==> src/rtl/dsp_simd2x_int9xuint8_cascade_add_stim.sv <==
// Stimulus generator for the SIMD 2x INT9xUINT8 cascade-add unit: directed corners, then LFSR vectors,
// plus latency-aligned reference copies. Define STIM_CORNER_EN to include the directed corner phase.
module dsp_simd2x_int9xuint8_cascade_add_stim #(
  parameter int unsigned NUM_TESTS   = 1024,
  parameter int unsigned DUV_LATENCY = 3,
  parameter logic [63:0] SEED        = 64'hACE1_2022_0316_BEEF
) (
  input  logic              clk,
  input  logic              aresetn,
  input  logic              start_i,
  input  logic              hold_i,
  output logic              busy_o,
  output logic              done_o,
  output logic              stim_valid_o,
  output logic [7:0]        a_out_o [2],
  output logic [7:0]        b_out_o [2],
  output logic signed [8:0] coeff_out_o [2],
  output logic [7:0]        a_ref_o [2],
  output logic [7:0]        b_ref_o [2],
  output logic signed [8:0] coeff_ref_o [2],
  output logic              scoreboard_en_o,
  output logic              scoreboard_reset_o
);

  localparam int unsigned DATA_W = 8;
  localparam int unsigned COEF_W = 9;
  localparam int unsigned VEC_W  = 2 * COEF_W + 4 * DATA_W;
  localparam logic [31:0] LAST_IDX  = 32'(NUM_TESTS - 1);
  localparam logic [31:0] DRAIN_END = 32'(DUV_LATENCY - 1);
  localparam logic [63:0] SEED_EFF  = (SEED == 64'h0) ? 64'h1 : SEED;
`ifdef STIM_CORNER_EN
  localparam bit CORNER_EN = 1'b1;
`else
  localparam bit CORNER_EN = 1'b0;
`endif

  typedef enum logic [2:0] {
    ST_IDLE, ST_CLEAR, ST_CORNER, ST_RANDOM, ST_DRAIN, ST_DONE
  } state_e;

  // Operand vector packing {c1, c0, b1, b0, a1, a0} matches the LFSR field mapping bit for bit.
  function automatic logic [VEC_W-1:0] corner_vec(input logic [1:0] idx);
    case (idx)
      2'd0:    corner_vec = {9'h100, 9'h100, 8'hFF, 8'hFF, 8'hFF, 8'hFF};
      2'd1:    corner_vec = {9'h0FF, 9'h0FF, 8'hFF, 8'hFF, 8'hFF, 8'hFF};
      2'd2:    corner_vec = {9'h100, 9'h100, 8'h00, 8'h00, 8'h00, 8'h00};
      default: corner_vec = {9'h001, 9'h1FF, 8'hFE, 8'h01, 8'h7F, 8'h80};
    endcase
  endfunction

  function automatic logic [63:0] lfsr_next(input logic [63:0] s);
    lfsr_next = {s[62:0], s[63] ^ s[62] ^ s[60] ^ s[59]};
  endfunction

  state_e             state_q, state_d;
  logic [31:0]        cnt_q, cnt_d;
  logic [31:0]        drain_q, drain_d;
  logic [63:0]        lfsr_q, lfsr_d;
  logic [VEC_W-1:0]   vec_q, vec_d;
  logic               valid_q, valid_d;
  logic               busy_q, busy_d;
  logic               done_q, done_d;
  logic               sbrst_q, sbrst_d;
  logic               issue;
  logic [VEC_W-1:0]   vec_p_q [DUV_LATENCY];
  logic               vld_p_q [DUV_LATENCY];

  // busy/done/scoreboard_reset are computed from the current state so they land registered one cycle later.
  always_comb begin
    state_d = state_q;
    cnt_d   = cnt_q;
    drain_d = drain_q;
    lfsr_d  = lfsr_q;
    vec_d   = vec_q;
    valid_d = 1'b0;
    busy_d  = 1'b0;
    done_d  = (state_q == ST_DONE);
    sbrst_d = 1'b0;
    issue   = 1'b0;
    case (state_q)
      ST_IDLE: begin
        if (start_i) begin
          state_d = ST_CLEAR;
          lfsr_d  = SEED_EFF;
          cnt_d   = '0;
          drain_d = '0;
          busy_d  = 1'b1;
          sbrst_d = 1'b1;
        end
      end
      ST_CLEAR: begin
        busy_d = 1'b1;
        issue  = 1'b1;
      end
      ST_CORNER, ST_RANDOM: begin
        busy_d = 1'b1;
        issue  = !hold_i;
      end
      ST_DRAIN: begin
        busy_d = 1'b1;
        if (drain_q == DRAIN_END) state_d = ST_DONE;
        else                      drain_d = drain_q + 32'd1;
      end
      ST_DONE: state_d = ST_IDLE;
      default: state_d = ST_IDLE;
    endcase

    // A vector issued this cycle is visible on the operand outputs next cycle.
    if (issue) begin
      valid_d = 1'b1;
      cnt_d   = cnt_q + 32'd1;
      if (CORNER_EN && cnt_q < 32'd4) begin
        vec_d = corner_vec(cnt_q[1:0]);
      end else begin
        vec_d  = lfsr_q[VEC_W-1:0];
        lfsr_d = lfsr_next(lfsr_q);
      end
      if (cnt_q == LAST_IDX)                  state_d = ST_DRAIN;
      else if (CORNER_EN && cnt_q < 32'd3)    state_d = ST_CORNER;
      else                                    state_d = ST_RANDOM;
    end
  end

  always_ff @(posedge clk or negedge aresetn) begin
    if (!aresetn) begin
      state_q <= ST_IDLE;
      cnt_q   <= '0;
      drain_q <= '0;
      lfsr_q  <= '0;
      vec_q   <= '0;
      valid_q <= 1'b0;
      busy_q  <= 1'b0;
      done_q  <= 1'b0;
      sbrst_q <= 1'b0;
    end else begin
      state_q <= state_d;
      cnt_q   <= cnt_d;
      drain_q <= drain_d;
      lfsr_q  <= lfsr_d;
      vec_q   <= vec_d;
      valid_q <= valid_d;
      busy_q  <= busy_d;
      done_q  <= done_d;
      sbrst_q <= sbrst_d;
    end
  end

  // Reference delay line: shifts every cycle, hold or not, so it tracks the DUV pipeline.
  always_ff @(posedge clk or negedge aresetn) begin
    if (!aresetn) begin
      for (int i = 0; i < int'(DUV_LATENCY); i++) begin
        vec_p_q[i] <= '0;
        vld_p_q[i] <= 1'b0;
      end
    end else begin
      vec_p_q[0] <= vec_q;
      vld_p_q[0] <= valid_q;
      for (int i = 1; i < int'(DUV_LATENCY); i++) begin
        vec_p_q[i] <= vec_p_q[i-1];
        vld_p_q[i] <= vld_p_q[i-1];
      end
    end
  end

  assign busy_o             = busy_q;
  assign done_o             = done_q;
  assign stim_valid_o       = valid_q;
  assign scoreboard_reset_o = sbrst_q;
  assign scoreboard_en_o    = vld_p_q[DUV_LATENCY-1];

  assign a_out_o[0]     = vec_q[7:0];
  assign a_out_o[1]     = vec_q[15:8];
  assign b_out_o[0]     = vec_q[23:16];
  assign b_out_o[1]     = vec_q[31:24];
  assign coeff_out_o[0] = signed'(vec_q[40:32]);
  assign coeff_out_o[1] = signed'(vec_q[49:41]);

  assign a_ref_o[0]     = vec_p_q[DUV_LATENCY-1][7:0];
  assign a_ref_o[1]     = vec_p_q[DUV_LATENCY-1][15:8];
  assign b_ref_o[0]     = vec_p_q[DUV_LATENCY-1][23:16];
  assign b_ref_o[1]     = vec_p_q[DUV_LATENCY-1][31:24];
  assign coeff_ref_o[0] = signed'(vec_p_q[DUV_LATENCY-1][40:32]);
  assign coeff_ref_o[1] = signed'(vec_p_q[DUV_LATENCY-1][49:41]);

endmodule

==> config.mk <==
export PLATFORM = sky130hd
export DESIGN_NAME = dsp_simd2x_int9xuint8_cascade_add_stim
export DESIGN_NICKNAME = d
export VERILOG_FILES = /design/src/rtl/dsp_simd2x_int9xuint8_cascade_add_stim.sv
export SDC_FILE = /design/constraint.sdc
export NUM_CORES = 1
export LEC_CHECK = 0
export ABC_AREA = 0
export BUFFER_PORTS_ARGS = -buffer_cell sky130_fd_sc_hd__buf_2
export CELL_PAD_IN_SITES_DETAIL_PLACEMENT = 0
export CELL_PAD_IN_SITES_GLOBAL_PLACEMENT = 1
export CORE_MARGIN = 2
export CORE_UTILIZATION = 50
export CTS_BUF_LIST = sky130_fd_sc_hd__clkbuf_8
export CTS_CLUSTER_DIAMETER = 40
export DETAILED_ROUTE_END_ITERATION = 7
export MAX_ROUTING_LAYER = met4
export PLACE_DENSITY_LB_ADDON = 0.2
export SYNTH_ARGS = -nofsm -noshare
export SYNTH_HDL_FRONTEND = slang
export SYNTH_SLANG_ARGS = --single-unit
==> constraint.sdc <==
create_clock -name clk -period 5 [get_ports clk]
set_input_delay 0.5 -clock clk [delete_from_list [all_inputs] [get_ports clk]]
set_output_delay 0.5 -clock clk [all_outputs]
set_load 0.005 [all_outputs]
* Yosys cells after proc, flatten, opt, wreduce, memory -nomap -nowiden *
Index checks and enable logic that the tools add are counted.

operators by class
  bitwise gates (word level) = 3
  $mul = 0
  magnitude comparators = 0
  add/subtract/negate cells = 2
  shift-type cells = 0
  eq/ne operators = 12
  reductions and logical operators = 11
  multiplexer cells = 18
  div/mod/pow operators = 0

operator list
  kind                                                    number
  2-to-1 mux 64 bit                                       3
  2-to-1 mux 32 bit                                       4
  adder 32 x 1 -> 32 bit (second input constant)          2
  case mux 32 bit (2 select lines)                        1
  equality test 32 x 10 -> 1 bit (second input constant)  1
  equality test 32 x 2 -> 1 bit (second input constant)   1
  2-to-1 mux 3 bit                                        4
  case mux 3 bit (3 select lines)                         1
  equality test 3 x 2 -> 1 bit (second input constant)    2
  equality test 3 bit (second input constant)             2
  != test 3 bit (second input constant)                   2
  AND reduction 3 bit                                     2
  nonzero test 2 bit                                      3
  != test 2 bit (second input constant)                   2
  case mux 1 bit (2 select lines)                         2
  OR reduction 4 bit                                      1
  equality test 3 x 1 -> 1 bit (second input constant)    1
  zero test 3 bit                                         1
  2-to-1 mux 1 bit                                        3
  OR reduction 3 bit                                      1
  XOR 1 bit                                               3
  != test 2 x 1 -> 1 bit (second input constant)          1
  AND reduction 2 bit                                     1
  OR reduction 2 bit                                      1
  zero test 1 bit                                         1

word-level totals
  ROM bits = 0
  latch bits = 0
  bits in writable memories = 0
  memories = 0
  logic and storage cells = 61
  output and inout port bits = 105
  flip-flop bits (word level) = 338
  input bits = 4

* Logic depth before layout (Yosys ltp) *
  depth in word-level cells = 5
  gate-level depth with buffers = 9
  mapped depth without buffers = 7

* Least setup slack after synthesis *
OpenSTA, ideal clock, no wires.

  path kind = reg-to-reg
  start = register cnt_q[15]
  end = register state_q[0]
  arrival = 2.003 ns
  setup time = 0.126 ns
  required time = 4.874 ns
  path buffers = 0
  period minus slack after synthesis = 2.129 ns
  setup slack = 2.871 ns
  stages on the path, launching flop included = 5
  cells stage by stage = dfrtp_1 > or4_1 > or4_1 > o31a_1 > o32a_1

on the way
  word-level cells in the longest chain between the ends = 3

ends and longest elaborated chain
  what                            line  text
  start: declaration              56    logic [31:0] cnt_q, cnt_d;
  start signal: assignment        137   cnt_q <= cnt_d;
  equality test 32 x 10 -> 1 bit  118   if (cnt_q == LAST_IDX) state_d = ST_DRAIN;
  2-to-1 mux 3 bit                118
  2-to-1 mux 3 bit                109   if (issue) begin
  end signal: assignment          136   state_q <= state_d;
  end: declaration                55    state_e state_q, state_d;

Every way passes these cells.
A chain may end at the register's enable or synchronous reset.

* Worst setup path after layout *
  start = register state_q[1]
  end = register cnt_q[6]

on the way
  word-level cells in the longest chain between the ends = 5
  elaborated cells between the ends (all ways) = 10
  classes of those cells = eq/ne: 3; mux: 2; reduce/logical: 5

ends and longest elaborated chain
  what                             line  text
  equality test 3 x 2 -> 1 bit     80    case (state_q)
  OR reduction 2 bit               80
  case mux 1 bit (2 select lines)  80
  nonzero test 2 bit (no line)     --
  AND reduction 2 bit (no line)    --

Several ways; a longest one is shown, not always the timed one.

==> summary.txt <==
Run status
  • Status: complete, no violations

Worst setup path
  • Crit path DAT: 3.19 ns
  • Worst Setup End Kind: register
  • Crit start category: register
  • Worst Reg-to-Reg Cells: 7
  • Reg2reg end: cnt_q[6]$_DFFE_PN0P_
  • Critical path origin: state_q[1]$_DFFE_PN0P_
  • RR Startpoint: state_q[1]$_DFFE_PN0P_
  • Req. time, crit path: 5.49 ns
  • Worst-path fanout max: 51
  • Setup CP Type: register to register
  • Reg2Reg Setup Slack: 2.29 ns

GRT
  • GRT Overall Usage: 0.1866
  • Initial antenna violation count: 0
  • Largest net degree at the start of global routing: 123
  • Vias in the first global route: 7243
  • First-pass GRT wire length: 36.43 mm
  • Grt total ovfl: 0

Pwr
  • Worst vdd ir: 0.2322 mV
  • Static leakage: 7.354 nW
  • P per Cell Area: 378.7 nW/µm²

STA
  • Final Max Slew Viols: 0
  • Setup TNS: 0 ns
  • Final setup fails: 0
  • Post-layout min period: 2.706 ns
  • Clock Skew: 0.01819 ns
  • Unrepaired setup endpoints after global routing: false
  • Fin crit share: 0.5412
  • Achievable clock frequency: 369.6 MHz
  • Worst slew margin: 0.3497
  • Final Hold Fails: 0
  • Worst slew pin tran: 0.9754 ns

Floorplan
  • Die area: 25130 µm²
  • Initial core utilization: 0.5085
  • IO Count: 109
  • Die Span X: 158.5 µm
  • CORE AREA: 23470 µm²
  • Row cnt: 56
  • Die height: 158.5 µm

Logic synthesis
  • Synthesized instance count: 1019
  • Post-Syn Area per Cell: 11.71 µm²
  • Syn nets: 1026
  • Warnings from Yosys: 0
  • Yosys cell types: 37
  • Async SR Flop Fraction: 1.000
  • Main synth FF type: dfrtp_1
  • Number of synthesized flops with an enable pin: 0
  • Mapped Area: 11940 µm²
  • #FFs+latches synth: 338
  • Register area share after synthesis: 0.7086

Final layout
  • Layout area overhead: 13.61%
  • Cell Count, Final, Fillers Out: 1463
  • Fin nets: 1111
  • ANT cells: 0
  • Layout cells sized above 1: 0.1766

Detailed routing
  • Antenna Violating Nets Remaining: 0
  • Vias: 7358
  • Vias/cell: 5.029
  • Initial DRC count: 479
  • Drt drc: 0
  • DR WL/cell: 14.81 µm
  • TritonRoute pass-1 iters: 4
  • Drt total wl: 21.66 mm

Place
  • Placed insts: 1367
  • Routability cong.: 0.7895
  • Hpwl dp: 12.83 mm
  • PortBufs: 108

Clock network
  • Sink Count: 338
  • H-tree depth: 2
  • Cts hold-fix bufs: 0
  • Worst-Skew Late Latency: 0.57 ns
  • CTS tree: yes
  • Number of buffers created by CTS: 54
  • Root buf cell: clkbuf_8
  • Post-cts resize count: 0
  • Clk buf depth: 3
  • Post-CTS Setup Inserts: 0
  • Clk slew on worst S/H paths: 0.07 ns

Run
  • Max_cap viols: 0

Hold path
  • Hold WC Path Type: input pin to async pin
## logic make-up after synthesis
group                    count (synthesis)  synth area share
AND/OR/NAND/NOR                        466            0.1730
multiplexers                            10          0.008386
adder cells (fa/ha/maj)                  3          0.003145
AO/OA/AOI/OAI                           82           0.04486
XOR/XNOR                                20           0.01468
buffers and inverters                  100           0.04738
flip-flops                             338            0.7086
## cells in the mapped netlist (3+ instances only)
cell type,count,share of area
a21o_1,3,0.0019
ha_1,3,0.0031
nor2_1,28,0.0088
dfrtp_1,338,0.71
a21oi_1,7,0.0029
buf_4,50,0.031
and4_1,9,0.0066
nand4_1,18,0.0094
o211ai_1,17,0.011
or4_1,5,0.0031
nand2b_1,3,0.0016
nor3_1,8,0.0034
or3_1,5,0.0026
nor4_1,22,0.012
and3_1,5,0.0026
clkbuf_1,33,0.010
xnor2_1,20,0.015
nand3_1,63,0.026
mux2i_1,10,0.0084
o21ai_0,29,0.012
inv_1,13,0.0041
o31ai_1,18,0.011
nand2_1,294,0.092
## cell usage in the layout (no fill, tap or decap), types with 5 or more instances in the layout
| cell | n |
|---|---|
| o211ai_1 | 17 |
| inv_1 | 30 |
| buf_2 | 107 |
| nand2_1 | 294 |
| o31ai_1 | 18 |
| nand4_1 | 18 |
| or4_1 | 5 |
| or3_1 | 5 |
| nor3_1 | 8 |
| a21oi_1 | 7 |
| clkinv_2 | 7 |
| buf_4 | 7 |
| and3_1 | 5 |
| nor2_1 | 27 |
| nor4_1 | 22 |
| dfrtp_1 | 338 |
| nand3_1 | 62 |
| and4_1 | 9 |
| clkbuf_8 | 62 |
| xnor2_1 | 20 |
| mux2i_1 | 10 |
| o21ai_0 | 29 |
## layout make-up
cell class / count / area [µm²]
sequential: 338 / 8458
inverter: 13 / 48.80
tap: 319 / 399.1
clock buffer: 62 / 853.3
fill: 1960 / 9912
timing repair buffer: 116 / 623.1
multi-input combinational: 581 / 2933
clock inverter: 34 / 245.2
## through the flow
stage          instance area (µm²)  total power (W)  setup WS, ns  hold slack (ns)  utilization
6_report                     13560         0.005135         2.294          0.02121       0.5777
3_3_place_gp                 12460         0.002845         2.257           0.3310       0.5309
4_1_cts                      13560         0.005215         2.267          0.05115       0.5777
3_5_place_dp                 12460         0.002845         2.218           0.3347       0.5309
5_1_grt                      13560         0.005336         2.010          0.09425       0.5777
2_1_floorplan                11940         0.002786         2.871           0.2044            -
## worst max-delay path, cell delays in order (launching register included)
cell and delay (ns):
dfrtp_1 0.44, or2_2 0.37, nand2b_4 0.09, inv_2 0.31
buf_4 0.38, nor2_4 0.68, o21ai_0 0.20, o21ai_0 0.11
## per-layer routing
| layer | GRT usage | vias up | share of wire |
|---|---|---|---|
| li1 | - | 3542 | - |
| met1 | 0.2681 | 3620 | 0.48 |
| met2 | 0.2714 | 157 | 0.45 |
| met3 | 0.03647 | 39 | 0.048 |
| met4 | 0.05963 | 0 | 0.022 |
| met5 | - | - | 0 |
## where the power goes
group | switching (W) | internal (W) | total [W]
sequential | 0 | 0.00274 | 0.00274
combinational | 0.0000505 | 0.00000427 | 0.0000548
clock | 0.00105 | 0.00130 | 0.00234
## state kept, by name, indices dropped and copies added (netlist names)
name                flops
vec_p_q               100
drain_q                32
scoreboard_reset_o      1
vec_q                  50
state_q                 3
vld_p_q                 2
coeff_ref_o            18
busy_o                  1
stim_valid_o            1
lfsr_q                 64
scoreboard_en_o         1
cnt_q                  32
a_ref_o                16
done_o                  1
b_ref_o                16
## how the worst max path moves through the flow
stage and to:
2_1_floorplan state_q[0]$_DFFE_PN0P_, 5_1_grt cnt_q[8]$_DFFE_PN0P_, 4_1_cts cnt_q[6]$_DFFE_PN0P_, 3_5_place_dp cnt_q[6]$_DFFE_PN0P_, 3_3_place_gp cnt_q[6]$_DFFE_PN0P_, 6_report cnt_q[6]$_DFFE_PN0P_
No activity file was read; power rests on OpenSTA's default activity.
